## config.mk

```make
export PLATFORM = sky130hd
export DESIGN_NAME = tx_chan_ram_arbiter
export DESIGN_NICKNAME = d
export VERILOG_FILES = /design/src/rtl/tx_chan_ram_arbiter.sv
export SDC_FILE = /design/constraint.sdc
export NUM_CORES = 1
export LEC_CHECK = 0
export BUFFER_PORTS_ARGS = -buffer_cell sky130_fd_sc_hd__buf_2
export CAP_MARGIN = 5
export CORE_ASPECT_RATIO = 0.5
export CORE_MARGIN = 2
export CORE_UTILIZATION = 45
export DETAILED_ROUTE_END_ITERATION = 8
export HOLD_SLACK_MARGIN = 0.03
export MAX_ROUTING_LAYER = met4
export PLACE_DENSITY = 0.66
export SKIP_CTS_REPAIR_TIMING = 1
export SLEW_MARGIN = 20
export SYNTH_ARGS = -nofsm -noshare
export SYNTH_HDL_FRONTEND = slang
export SYNTH_SLANG_ARGS = --single-unit
```

## constraint.sdc

```tcl
create_clock -name txclk -period 3.6 [get_ports txclk]
set_input_delay 0.18 -clock txclk [delete_from_list [all_inputs] [get_ports txclk]]
set_output_delay 0.18 -clock txclk [all_outputs]
set_load 0.01 [all_outputs]
```

## src/rtl/tx_chan_ram_arbiter.sv

```systemverilog
// tx_chan_ram_arbiter: packet-granular read scheduler for the TX packet RAMs.
// One requester owns the RAM read path per packet; released on done or hold timeout.
module tx_chan_ram_arbiter #(
    parameter int          NUM_REQ      = 3,
    parameter int          IDX_W        = 2,
    parameter bit          CMD_PRIORITY = 1'b1,
    parameter logic [15:0] MAX_HOLD     = 16'd1024
) (
    input  logic               txclk,
    input  logic               reset,
    input  logic [NUM_REQ-1:0] req,
    input  logic [NUM_REQ-1:0] done,
    output logic [NUM_REQ-1:0] grant,
    output logic               grant_valid,
    output logic [IDX_W-1:0]   grant_idx,
    output logic               timeout,
    output logic [7:0]         timeout_cnt,
    output logic [1:0]         cstate
);

    localparam logic [1:0] S_IDLE  = 2'd0;
    localparam logic [1:0] S_GRANT = 2'd1;
    localparam logic [1:0] S_REL   = 2'd2;

    localparam logic [IDX_W-1:0] CMD_IDX = IDX_W'(NUM_REQ - 1);

    logic [1:0]         state_q, state_d;
    logic [NUM_REQ-1:0] grant_q, grant_d;
    logic [IDX_W-1:0]   idx_q, idx_d;
    logic [15:0]        hold_q, hold_d;
    logic [IDX_W-1:0]   rr_q, rr_d;
    logic               tmo_q, tmo_d;
    logic [7:0]         tcnt_q, tcnt_d;

    logic [NUM_REQ-1:0] req_m;
    logic [IDX_W-1:0]   cand;
    logic [IDX_W-1:0]   rr_win;
    logic               rr_found;
    logic               cmd_win;

    // With command priority the round-robin ring only spans the data channels.
    always_comb begin
        req_m    = req;
        if (CMD_PRIORITY) begin
            req_m[NUM_REQ-1] = 1'b0;
        end
        cand     = '0;
        rr_win   = '0;
        rr_found = 1'b0;
        for (int k = 1; k <= NUM_REQ; k++) begin
            cand = IDX_W'((int'(rr_q) + k) % NUM_REQ);
            if (!rr_found && req_m[cand]) begin
                rr_found = 1'b1;
                rr_win   = cand;
            end
        end
        cmd_win = CMD_PRIORITY && req[NUM_REQ-1];
    end

    always_comb begin
        state_d = state_q;
        grant_d = grant_q;
        idx_d   = idx_q;
        hold_d  = hold_q;
        rr_d    = rr_q;
        tmo_d   = 1'b0;
        tcnt_d  = tcnt_q;
        case (state_q)
            S_IDLE: begin
                if (|req) begin
                    state_d = S_GRANT;
                    hold_d  = '0;
                    if (cmd_win) begin
                        idx_d = CMD_IDX;
                    end else begin
                        idx_d = rr_win;
                        rr_d  = rr_win;
                    end
                    grant_d = NUM_REQ'(1) << idx_d;
                end
            end
            S_GRANT: begin
                // done beats a timeout landing on the same cycle
                if (|(done & grant_q)) begin
                    state_d = S_REL;
                    grant_d = '0;
                    idx_d   = '0;
                end else if (hold_q == MAX_HOLD - 16'd1) begin
                    state_d = S_REL;
                    grant_d = '0;
                    idx_d   = '0;
                    tmo_d   = 1'b1;
                    if (tcnt_q != 8'hFF) begin
                        tcnt_d = tcnt_q + 8'd1;
                    end
                end else begin
                    hold_d = hold_q + 16'd1;
                end
            end
            S_REL: begin
                state_d = S_IDLE;
            end
            default: begin
                state_d = S_IDLE;
                grant_d = '0;
                idx_d   = '0;
            end
        endcase
    end

    always_ff @(posedge txclk) begin
        if (reset) begin
            state_q <= S_IDLE;
            grant_q <= '0;
            idx_q   <= '0;
            hold_q  <= '0;
            rr_q    <= CMD_IDX;
            tmo_q   <= 1'b0;
            tcnt_q  <= '0;
        end else begin
            state_q <= state_d;
            grant_q <= grant_d;
            idx_q   <= idx_d;
            hold_q  <= hold_d;
            rr_q    <= rr_d;
            tmo_q   <= tmo_d;
            tcnt_q  <= tcnt_d;
        end
    end

    assign grant       = grant_q;
    assign grant_valid = |grant_q;
    assign grant_idx   = idx_q;
    assign timeout     = tmo_q;
    assign timeout_cnt = tcnt_q;
    assign cstate      = state_q;

endmodule
```

==> impl_metrics.toml, run 1 <==
[critical_path]
path_max_fanout = 16
rr_endpoint = "timeout_cnt[7]"
reg2regPathDepth = 4
cp-startpoint = "hold_q[11]"
cp.arrival_ns = 2.79
r2r_slack_ns = 0.99
cp_data_required_time_ns = 3.78
endpoint = "timeout_cnt[7]"
worstReg2RegStart = "hold_q[11]"
start_kind = "flip-flop"
crit_path_end_kind = "flip-flop"
critPathKind = "flip-flop to flip-flop"

[min_path]
hp-class = "primary input to flip-flop"
hold_start = "req[2]"

[route]
first_pass_iters = 4
dr_wl_met2_um = 1770
drc = 0
met1_length_um = 1950
wl_met3_um = 138
drtAntennaViolNets = 0
top_layer = "met4"
drt_iter0_drc = 57
vias = 1689
routedWlPerCell_um = 13.6
viasPerCell = 5.91
wl_um = 3890

[floorplan]
core_area_mm2 = 0.00382
die-area_mm2 = 0.00447
floorplan.initialDensity = 0.461
io_pins = 25
row_count = 16
die_h_um = 48.3
die_w_um = 92.6

[timing]
finalSetupTns_ns = 0
fmaxAchievable_ghz = 0.383
fin_crit_sh = 0.724
slew_headroom = 0.431
tightest_slew_ns = 0.853
slew_viol_final = 0
hold_slack_ns = 0.223
min_period_ns = 2.61
finalHoldViolations = 0
fin_skew_ns = 0.00359
grt_setup_unrepaired = "no"
setup_viol_count_final = 0
setup_slack_ns = 0.992

[clocking]
cts.sinks = 34
cts-root-buf = "clkbuf_8"
htreeDepth = 2
clockBufferDepth = 2
clkSlewWorstSetupHoldPaths_ns = 0.07
numCtsBuffers = 5
worstSkewPairLatency_ns = 0.29
cts_tree = "done"

[global_route]
antenna_found_initial = 0
overflow = 0
grt_usage = 0.189
grt_max_degree = 27
grt_pass1_wl_um = 6350
grt_pass1_vias = 1423

[final_layout]
area_growth_pct = 13.6
antenna_cells = 0
fin_cells = 286
nets = 246
final_layout_size_suffix_gt1_frac = 0.142

[synth]
synthTopCellsByArea = "dfxtp_1 39%, a21oi_1 7.4%, or4_1 7.2%"
synthFlopType = "dfxtp_1"
synthesis.area_mm2 = 0.00176
yosysSeqAreaShare = 0.386
async_flop_share = 0
syn_inst = 210
syn-num-nets = 224
synth_seq_cells = 34
postSynthAreaPerCell_um2 = 8.40
synthDominantCellAreaShare = 0.386
synth_edf_count = 0
yosysWarnings = 0
yosys.area.top_type = "dfxtp_1"
netlist-cell-type-count = 37

[power]
vdd_drop_max_uv = 214
power.density_mw_per_mm2 = 370
leakagePower_uw = 0.000692

[placement]
io_buffers = 24
gp_congestion = 0.877
pre_cts_ws_ns = 1.02
dpl.hpwl_um = 2680
dp_cells = 279

[job]
maxCapViolCount = 0

[run_status]
outcome = "finished, final reports clean"
## cell type report
class | count | area [µm²]
Timing Repair Buffer | 25 | 128
Multi-Input combinational cell | 157 | 1020
Sequential cell | 34 | 681
Tap cell | 54 | 67.6
Fill cell | 363 | 1820
Inverter | 9 | 33.8
Clock buffer | 7 | 76.3
## worst min path at each step
| stage | endpoint | slack (ns) | cells past startpoint |
|---|---|---|---|
| after floorplan | grant[2] | 0.34 | 2 |
| after global placement | grant_idx[0] | 0.46 | 2 |
| after detailed placement | grant_idx[0] | 0.47 | 2 |
| after CTS | grant[2] | 0.23 | 3 |
| after global routing | grant[2] | 0.26 | 3 |
| final | grant[2] | 0.22 | 3 |
## synth_stat cells (2+ instances only)
cell and count:
and3_1 4, or3_1 7, a21oi_1 26, nor2b_1 2
o31ai_1 15, nand2_1 11, nor4_1 4, nand2b_1 8
nor3_1 2, o211ai_1 6, a31oi_1 2, or4_1 17
o21ai_0 9, and2_1 2, inv_1 9, nor2_1 6
nand3_1 10, nand4_1 6, ha_1 6, clkbuf_1 7
buf_2 2, dfxtp_1 34
## cell families (layout without fill, tap and decap cells)
logic type | after synthesis | in the layout | share of synthesized area
fa+ha+maj | 6 | 6 | 0.0426
mux | 2 | 2 | 0.0128
buf+inv | 19 | 41 | 0.0418
compound gates | 64 | 64 | 0.225
flops | 34 | 34 | 0.386
simple gates | 85 | 85 | 0.292
## per-stage QoR
step / power, µW / utilization / instance area, µm²
3_5_place_dp: 482 / 0.504 / 1930
2_1_floorplan: 455 / - / 1760
5_1_grt: 773 / 0.524 / 2000
3_3_place_gp: 479 / 0.504 / 1930
4_1_cts: 747 / 0.524 / 2000
6_report: 741 / 0.524 / 2000
## sequential cells by signal (all words and copies together) (netlist names)
name         count
timeout          1
cstate           2
grant            3
hold_q          16
timeout_cnt      8
grant_idx        2
rr_q             2
## layer usage
| layer | vias to the layer above | global-route usage |
|---|---|---|
| met2 | 18 | 0.323 |
| met5 | - | - |
| li1 | 851 | - |
| met3 | 5 | 0.0526 |
| met4 | 0 | 0.0567 |
| met1 | 815 | 0.227 |
## critical path: stages (launching register included)
cell and delay [ns]:
dfxtp_1 0.35, or4_4 0.57, or4_1 0.81, nor4_1 0.41
mux2_1 0.35
## layout by cell type (no fill, tap or decap), types with 7 or more instances in the layout
cell type / count
nand3_1: 10
dfxtp_1: 34
inv_1: 9
or4_1: 17
or3_1: 7
o21ai_0: 9
buf_2: 24
nand2b_1: 8
a21oi_1: 26
nand2_1: 11
o31ai_1: 15
## report_power, final
group          switching, µW  total (µW)  internal [µW]  leakage (µW)
Sequential              8.62         394            385      0.000275
Clock                    136         269            133     0.0000383
Combinational           52.3        78.9           26.7      0.000378
Total                    196         741            545      0.000692
No activity file was read; power rests on OpenSTA's default activity.
==> inputs of run 2 (changes only) <==
==> constraint.sdc (replaced) <==
create_clock -name txclk -period 2.5 [get_ports txclk]
set_input_delay 0.125 -clock txclk [delete_from_list [all_inputs] [get_ports txclk]]
set_output_delay 0.125 -clock txclk [all_outputs]
set_load 0.01 [all_outputs]
==> run 2 against run 1 <==
- via count increased by 3.0%
- final cell count rose by 2.1%
- sequential power is 44% higher
- largest cell class unchanged
- sequential cell count is the same
- global-route usage up 0.29 points
- non-clock buffer count rose by 5
- register-to-register slack lost 0.83 ns
- critical path depth did not move
- maximum frequency increased by 12%
- first-iteration DRC count is 7.0% lower
- die area stayed put
==> impl_metrics.toml, run 2 (synthesized netlist as in run 1, its figures left out) <==
[clocking]
worstSkewPairLatency_ns = 0.30
cts-root-buf = "clkbuf_8"
cts.sinks = 34
clockBufferDepth = 2
clkSlewWorstSetupHoldPaths_ns = 0.07
htreeDepth = 2
numCtsBuffers = 5
cts_tree = "done"

[global_route]
grt_pass1_vias = 1386
overflow = 0
grt_util_met1 = 0.225
grt_usage = 0.192
use_met2 = 0.323
antenna_found_initial = 0
grt_pass1_wl_um = 6240
globalRoute.busiestLayer = "met2"
grt_max_degree = 27
grtUsageMet3 = 0.0464

[floorplan]
die-area_mm2 = 0.00447
floorplan.initialDensity = 0.461
row_count = 16
core_area_mm2 = 0.00382
io_pins = 25
die_w_um = 92.6
die_h_um = 48.3

[final_layout]
layout_commonest_cell = "dfxtp_1"
top_register = "hold_q"
area_growth_pct = 16.8
nets = 251
final_cell_mix = "34 x dfxtp_1, 26 x a21oi_1, 24 x buf_2"
largest_reg_flops = 16
antenna_cells = 0
final_layout_size_suffix_gt1_frac = 0.172

[placement]
dpl.hpwl_um = 2780
gp_congestion = 0.882
io_buffers = 24

[critical_path]
cp_data_required_time_ns = 2.69
rr_endpoint = "timeout_cnt[7]"
reg2regPathDepth = 4
r2r_slack_ns = 0.16
path_max_fanout = 12
cp.arrival_ns = 2.52
worstReg2RegStart = "hold_q[12]"
cp-startpoint = "hold_q[12]"
crit_path_end_kind = "flip-flop"
start_kind = "flip-flop"
critPathKind = "flip-flop to flip-flop"

[route]
vias = 1739
first_pass_iters = 4
drc = 0
drt_iter0_drc = 53
viasPerCell = 5.96
wl_um = 3980
routedWlPerCell_um = 13.6
drtAntennaViolNets = 0

[timing]
setup_viol_count_final = 0
fin_skew_ns = 0.00411
min_period_ns = 2.34
tightest_slew_ns = 0.634
grt_setup_unrepaired = "no"
fin_crit_sh = 0.936
finalSetupTns_ns = 0
hold_slack_ns = 0.165
finalHoldViolations = 0
slew_headroom = 0.575
slew_viol_final = 0
fmaxAchievable_ghz = 0.428

[power]
vdd_drop_max_uv = 249
power.density_mw_per_mm2 = 539
leakagePower_uw = 0.000729

[min_path]
hp-class = "primary input to flip-flop"
min_to = "grant_idx[1]"
hold_start = "req[2]"
min_path_cells = 3

[run_status]
outcome = "finished, final reports clean"

[job]
maxCapViolCount = 0
-- run 2: cell types whose count changed in the layout (fill, tap and decap cells not counted), sizes merged --
cell and delta:
buf +5, clkinv +1
-- run 2: metrics by stage --
step	setup WS [ns]	power, µW	cells	cell area (µm²)	util
after global routing	0.108	1160	292	2060	0.539
final	0.161	1110	292	2060	0.539
after global placement	0.115	693	284	1970	0.514
after detailed placement	0.0772	697	284	1970	0.514
after floorplan	0.230	656	210	1760	-
after CTS	0.0596	1130	292	2060	0.538
-- run 2: worst max path at each step --
stage	to	slack, ns	cells after the start
2_1_floorplan	timeout_cnt[7]	0.23	5
3_3_place_gp	timeout_cnt[5]	0.11	4
3_5_place_dp	timeout_cnt[7]	0.08	4
4_1_cts	timeout_cnt[7]	0.06	4
5_1_grt	hold_q[11]	0.11	4
6_report	timeout_cnt[7]	0.16	4
-- run 2: final cells by class --
type / instances / area, µm²
Clock buffer: 7 / 86.3
Clock inverter: 1 / 5.00
Fill cell: 386 / 1760
Inverter: 9 / 33.8
Multi-Input combinational cell: 157 / 1020
Sequential cell: 34 / 681
Tap cell: 54 / 67.6
Timing Repair Buffer: 30 / 165
-- run 2: critical path, cell delays in order, from the launching register on --
cell and delay [ns]:
dfxtp_1 0.35, or4_4 0.52, or4_4 0.63, nor4_1 0.37
mux2_1 0.36
-- run 2: metal layers --
metal  vias up  routed length (µm)
li1        872                   -
met5         -                   0
met4         0                  87
met2        31                1820
met3         8                 132
met1       828                1940
-- run 2: power breakdown --
group	internal [µW]	total (µW)	switching, µW	leakage [µW]
Combinational	40.6	116	75.7	0.000405
Sequential	555	567	12.4	0.000275
Clock	222	428	206	0.0000482
